$ cat config.mk
export PLATFORM = sky130hd
export DESIGN_NAME = kronos_mem_arb
export DESIGN_NICKNAME = d
export VERILOG_FILES = /design/src/rtl/kronos_types.sv /design/src/rtl/kronos_arb_policy.sv /design/src/rtl/kronos_mem_arb.sv
export SDC_FILE = /design/constraint.sdc
export NUM_CORES = 1
export LEC_CHECK = 0
export BUFFER_PORTS_ARGS = -buffer_cell sky130_fd_sc_hd__buf_2
export CAP_MARGIN = 10
export CORE_AREA = 2 2 105 107
export CTS_BUF_LIST = sky130_fd_sc_hd__clkbuf_4 sky130_fd_sc_hd__clkbuf_8
export DETAILED_ROUTE_END_ITERATION = 10
export DIE_AREA = 0 0 107 109
export PLACE_DENSITY = 0.69
export SYNTH_ARGS = -nofsm -noshare
export SYNTH_HDL_FRONTEND = slang
export SYNTH_SLANG_ARGS = --single-unit
$ cat constraint.sdc
create_clock -name clk -period 2.6 [get_ports clk]
set_input_delay 0.26 -clock clk [delete_from_list [all_inputs] [get_ports clk]]
set_output_delay 0.26 -clock clk [all_outputs]
set_load 0.05 [all_outputs]
$ cat src/rtl/kronos_types.sv
// Shared types and constants for the Kronos memory arbiter slice.
package kronos_types;

  typedef enum logic [1:0] {
    ARB_IDLE,
    ARB_INSTR,
    ARB_DATA
  } arb_state_t;

  localparam int unsigned ARB_STREAK_W = 4;

  // Encoding of the round-robin last-owner bit.
  localparam logic OWNER_INSTR = 1'b0;
  localparam logic OWNER_DATA  = 1'b1;

endpackage

$ cat src/rtl/kronos_arb_policy.sv
// Combinational grant pick for kronos_mem_arb. KRONOS_MEM_ARB_RR_EN selects round-robin for the
// contested case; otherwise data wins until the fetch-starvation streak reaches its limit.
module kronos_arb_policy
  import kronos_types::*;
#(
  parameter int unsigned DATA_STREAK_MAX = 4
) (
  input  logic                    instr_req,
  input  logic                    data_req,
  input  logic [ARB_STREAK_W-1:0] streak,
  input  logic                    last_owner,
  output logic                    grant_instr,
  output logic                    grant_data
);

  logic instr_wins;

`ifdef KRONOS_MEM_ARB_RR_EN
  logic unused_streak;
  assign unused_streak = ^streak;
  assign instr_wins    = (last_owner == OWNER_DATA);
`else
  logic unused_last_owner;
  assign unused_last_owner = last_owner;
  assign instr_wins        = (streak == ARB_STREAK_W'(DATA_STREAK_MAX));
`endif

  always_comb begin
    grant_instr = 1'b0;
    grant_data  = 1'b0;
    if (instr_req && data_req) begin
      grant_instr = instr_wins;
      grant_data  = !instr_wins;
    end else begin
      grant_instr = instr_req;
      grant_data  = data_req;
    end
  end

endmodule

$ cat src/rtl/kronos_mem_arb.sv
// Two-master arbiter sharing one registered memory bus between fetch and load/store.
// Define KRONOS_MEM_ARB_RR_EN for round-robin contention instead of data priority.
module kronos_mem_arb
  import kronos_types::*;
#(
  parameter int unsigned DATA_STREAK_MAX = 4
) (
  input  logic        clk,
  input  logic        rstz,
  input  logic [31:0] instr_addr,
  input  logic        instr_req,
  output logic [31:0] instr_data,
  output logic        instr_ack,
  input  logic [31:0] data_addr,
  input  logic [31:0] data_wr_data,
  input  logic [3:0]  data_mask,
  input  logic        data_wr_en,
  input  logic        data_req,
  output logic [31:0] data_rd_data,
  output logic        data_ack,
  output logic [31:0] mem_addr,
  output logic [31:0] mem_wr_data,
  output logic [3:0]  mem_mask,
  output logic        mem_wr_en,
  output logic        mem_req,
  input  logic [31:0] mem_rd_data,
  input  logic        mem_ack
);

  arb_state_t              state_q, state_d;
  logic [ARB_STREAK_W-1:0] streak_q, streak_d;
  logic                    last_owner_q, last_owner_d;
  logic                    grant_instr, grant_data;
  logic                    take_instr, take_data;
  logic [31:0]             mem_addr_d, mem_wr_data_d;
  logic [3:0]              mem_mask_d;
  logic                    mem_wr_en_d, mem_req_d;

  kronos_arb_policy #(
    .DATA_STREAK_MAX(DATA_STREAK_MAX)
  ) u_policy (
    .instr_req  (instr_req),
    .data_req   (data_req),
    .streak     (streak_q),
    .last_owner (last_owner_q),
    .grant_instr(grant_instr),
    .grant_data (grant_data)
  );

  // Arbitration only happens in idle; master inputs are ignored while a transfer is open.
  assign take_instr = (state_q == ARB_IDLE) && grant_instr;
  assign take_data  = (state_q == ARB_IDLE) && grant_data;

  always_ff @(posedge clk or negedge rstz) begin
    if (!rstz) begin
      state_q <= ARB_IDLE;
    end else begin
      state_q <= state_d;
    end
  end

  always_comb begin
    state_d = state_q;
    unique case (state_q)
      ARB_IDLE: begin
        if (grant_data) begin
          state_d = ARB_DATA;
        end else if (grant_instr) begin
          state_d = ARB_INSTR;
        end
      end
      ARB_INSTR, ARB_DATA: begin
        if (mem_ack) begin
          state_d = ARB_IDLE;
        end
      end
      default: state_d = ARB_IDLE;
    endcase
  end

  always_comb begin
    instr_ack = 1'b0;
    data_ack  = 1'b0;
    unique case (state_q)
      ARB_INSTR: instr_ack = mem_ack;
      ARB_DATA:  data_ack  = mem_ack;
      default: ;
    endcase
  end

  assign instr_data   = mem_rd_data;
  assign data_rd_data = mem_rd_data;

  always_comb begin
    mem_addr_d    = mem_addr;
    mem_wr_data_d = mem_wr_data;
    mem_mask_d    = mem_mask;
    mem_wr_en_d   = mem_wr_en;
    mem_req_d     = mem_req;
    if (take_data) begin
      mem_addr_d    = data_addr;
      mem_wr_data_d = data_wr_data;
      mem_mask_d    = data_mask;
      mem_wr_en_d   = data_wr_en;
      mem_req_d     = 1'b1;
    end else if (take_instr) begin
      mem_addr_d    = instr_addr;
      mem_wr_data_d = '0;
      mem_mask_d    = 4'hF;
      mem_wr_en_d   = 1'b0;
      mem_req_d     = 1'b1;
    end else if ((state_q != ARB_IDLE) && mem_ack) begin
      mem_req_d = 1'b0;
    end
  end

  always_ff @(posedge clk or negedge rstz) begin
    if (!rstz) begin
      mem_addr    <= '0;
      mem_wr_data <= '0;
      mem_mask    <= '0;
      mem_wr_en   <= 1'b0;
      mem_req     <= 1'b0;
    end else begin
      mem_addr    <= mem_addr_d;
      mem_wr_data <= mem_wr_data_d;
      mem_mask    <= mem_mask_d;
      mem_wr_en   <= mem_wr_en_d;
      mem_req     <= mem_req_d;
    end
  end

`ifdef KRONOS_MEM_ARB_RR_EN
  always_comb begin
    streak_d     = '0;
    last_owner_d = last_owner_q;
    if (take_instr) begin
      last_owner_d = OWNER_INSTR;
    end else if (take_data) begin
      last_owner_d = OWNER_DATA;
    end
  end
`else
  // Streak counts data grants that overtook a waiting fetch.
  always_comb begin
    last_owner_d = OWNER_INSTR;
    streak_d     = streak_q;
    if (take_instr) begin
      streak_d = '0;
    end else if (take_data) begin
      if (!instr_req) begin
        streak_d = '0;
      end else if (streak_q != '1) begin
        streak_d = streak_q + ARB_STREAK_W'(1);
      end
    end
  end
`endif

  always_ff @(posedge clk or negedge rstz) begin
    if (!rstz) begin
      streak_q     <= '0;
      last_owner_q <= OWNER_INSTR;
    end else begin
      streak_q     <= streak_d;
      last_owner_q <= last_owner_d;
    end
  end

endmodule

==> reports/results.env <==
RUN_STATUS='completed'
CLASS_OF_THE_MOST_CRITICAL_HOLD_TIMING_PATH='input pin to asynchronous set/reset pin'
FINISH.CELL_COUNT_WITHOUT_FILLERS=629
CORE_AREA_SQ_UM=10600
PLACED_CELLS=613
IO_BUFFERS=177
DIE_HT_UM=109
VIAS=3059
GRT_SETUP_UNREPAIRED='false'
SLEW-LIMIT-HEADROOM=0.3642
CRIT_TYPE='flip-flop to flip-flop'
DRC_VIOLATIONS_LEFT=0
FINALHOLDVIOLATIONS=0
GRT_PASS1_WL_UM=14880
DRT-TOTAL-WL_UM=9620
CLK_PIN_SLEW_NS=0.08
YS.WARNINGS.COUNT=0
MULTI_INPUT_COMB_AREA_SQ_UM=1164
INITIAL_CORE_UTIL=0.3460
POST_SYNTH_MAIN_AREA_CONTRIBUTORS='dfrtp_1 52%, buf_4 13%, a21oi_1 9.3%'
SYNTH_TOP_AREA_CELL='dfrtp_1'
POSTSYNTHREGISTERBITS=76
WORSTSETUPENDPOINTTYPE='flip-flop'
YS_SEQ_AREA_FRAC=0.5184
SETUP_TOTAL_NEGATIVE_SLACK_NS=0
H-TREE-DEPTH=3
TIMING.FINAL.MAX_SLEW_VIOLATIONS=0
CLOCK_SINK_COUNT=76
GRT_USE_MET1=0.2066
DIE-AREA_SQ_UM=11660
FF_LATCH_AREA_SQ_UM=1902
GRT_START_MAX_NET_PINS=77
NUMBER_OF_PLACEMENT_ROWS=38
FRACTION_OF_FINAL_LAYOUT_CELLS_SIZED_BEYOND_DRIVE_STRENGTH_1=0.4110
ANTENNA_FOUND_INITIAL=0
FILLERS=1045
POSTCTSRESIZEDCELLS=0
POWER.STATIC_LEAKAGE_nW=2.302
DIEWIDTH_UM=107
R2R_SETUP_SLACK_NS=0.66
TRITONCTS='yes'
GRTUSAGETOTAL=0.1650
BUSIEST_LAYER='met2'
SYNTH_COMPOUND_AREA_FRAC=0.2012
SYNTH.TOP_CELL.AREA_SHARE=0.5184
GPL.FINAL_WEIGHTED_CONGESTION=0.7323
CTS_INSERTED_BUFFERS=9
YS_TYPES=26
ROUTEDWLPERCELL_UM=15.29
POST_SYNTH_FA_HA_MAJ_AREA_FRACTION=0.01705
MAPPEDNETLISTAREA_SQ_UM=3669
PIN_COUNT=274
SYNTH_TOP_FAMILY_BY_AREA='compound AO/OA/AOI/OAI gates'
MAX_CAP_VIOL_COUNT=0
DETAILEDPLACEMENTHPWL_UM=7059
CP-START-KIND='flip-flop'
GRT_OVERFLOW_TOTAL=0
FINAL_CORE_OCC=0.4180
SETUP_VIOL=0
DRT.ANTENNA.VIOLATING_NETS=0
SYNTHMUXAREASHARE=0
CP.ARRIVAL_NS=2.20
SYNTH.NET_COUNT=520
REPORT.POWER.TOTAL_mW=7.012
POWER.DENSITY_CELL_AREA_nW_PER_UM2=1582
DRT-PASS1-ITER-COUNT=4
CTS.PATH.MAX_BUFFERS=2
DRTITER0DRC=161
DIODES=0
FINAL_AREA_SQ_UM=4432
PERIOD_NEEDED_NS=1.939
CTS-ROOT-BUF='clkbuf_8'
MAXCLOCKFREQUENCY_MHz=515.8
GLOBAL_ROUTE.USAGE.MET3=0.04543
AREA_SHARE_OF_XOR_XNOR_CELLS_IN_THE_SYNTHESIZED_DESIGN=0
COUNT_OF_MAPPED_CELLS_OUT_OF_SYNTHESIS=377
SYNTH-SIMPLE-AREA-SHARE=0.09550
POST_SYNTH.CELL_AREA_AVG_SQ_UM=9.731
VIAS_PER_CELL=4.863
CTS.REPAIR_TIMING.SETUP_BUFFER_COUNT=0
NETS=627
PLACED_CELL_AREA_SQ_UM=4225
NUMBER_OF_GLOBAL_ROUTE_VIAS_BEFORE_REPAIR=3044
TRANSITION_TIME_OF_THE_TIGHTEST_SLEW_CHECK_PIN_NS=0.9537
AREA_GROWTH_PCT=20.80
TIMING.CLOCK.SKEW_NS=0.007810
GRT_USE_MET2=0.2634
CTSHOLDBUFFERS=0
TIMING.CRITICAL_PATH.FANOUT_MAX=31
WORST_EP_REQUIRED_TIME_NS=2.86
TIMING.FINAL.CRIT_SHARE=0.7456
VDD.IR_DROP.WORST_V=0.0006810
CLK_LAT_WORST_SKEW_NS=0.35
[metal layers]
layer  share of wire  wire length (um)
met1            0.42              4077
met2            0.48              4637
met3           0.063               610
met4           0.031               294
met5               0                 0
[placed cells by master, fill, tap and decap left out, drive strengths merged]
cell type	count
a21o	1
a21oi	68
a22o	33
and2	2
and3	2
and3b	1
buf	183
bufinv	1
clkbuf	12
clkinv	2
clkinvlp	1
dfrtp	76
ha	5
inv	7
nand2	38
nand2b	1
nand3	7
nand4b	1
nor2	33
o211ai	1
o21a	1
o21ai	7
o22a	4
o2bb2ai	1
o31ai	1
[sequential cells by signal (all words and copies together) (netlist names)]
name	flops
mem_req	1
mem_addr	32
mem_mask	4
state_q	2
streak_q	4
mem_wr_data	32
mem_wr_en	1
[metrics by stage]
step / setup slack (ns) / hold slack, ns
global route: 0.5435 / 0.1081
CTS: 0.6472 / 0.08914
global placement: 0.8219 / 0.4636
finish: 0.6613 / 0.05765
floorplan: 0.9963 / -0.03559
detailed placement: 0.6581 / 0.4719
[kinds of logic after synthesis]
kind of cell | Yosys count
buf+inv | 94
simple gates | 85
fa+ha+maj | 5
compound gates | 117
flops | 76
[worst paths after layout]
path                              endpoint  depth (start not counted)        startpoint
hold / removal                mem_addr[28]                          1              rstz
hold reg to reg                mem_mask[0]                          1       mem_mask[0]
min in group clk           mem_wr_data[20]                          2  data_wr_data[20]
max in group asynchronous  mem_wr_data[23]                          1              rstz
setup reg to reg              mem_addr[21]                          6        state_q[0]
setup / recovery              mem_addr[21]                          6        state_q[0]
[synthesized netlist by cell type]
master	number
nand4b_1	1
o21a_1	1
buf_2	12
o31ai_1	1
nand2b_1	1
inv_1	7
buf_4	64
clkbuf_1	9
dfrtp_1	76
a21oi_1	68
o2bb2ai_1	1
buf_1	1
ha_1	5
o21ai_1	1
nor2_1	33
o22a_1	4
a21o_1	1
and3_1	2
a22o_1	33
and3b_1	1
nand3_1	7
nand2_1	38
and2_1	2
buf_6	1
o21ai_0	6
o211ai_1	1
[worst max-delay path: stages, from the launching register on]
cell and delay, ns:
dfrtp_1 0.41, inv_1 0.11, ha_1 0.35, and3_2 0.29, buf_4 0.33, a21oi_1 0.13, a21oi_1 0.22
[layout make-up]
| type | instances | share of cell area |
|---|---|---|
| Clock buffer | 12 | 0.03586 |
| Clock inverter | 4 | 0.01073 |
| Inverter | 7 | 0.005929 |
| Multi-Input combinational cell | 207 | 0.2626 |
| Sequential cell | 76 | 0.4291 |
| Tap cell | 140 | 0.03953 |
| Timing Repair Buffer | 183 | 0.2163 |
[report_power, final]
| group | switching, mW | internal, mW |
|---|---|---|
| clock | 0.426 | 0.504 |
| sequential | 0.310 | 1.72 |
| combinational | 3.00 | 1.05 |
No activity file was read; power rests on OpenSTA's default activity.
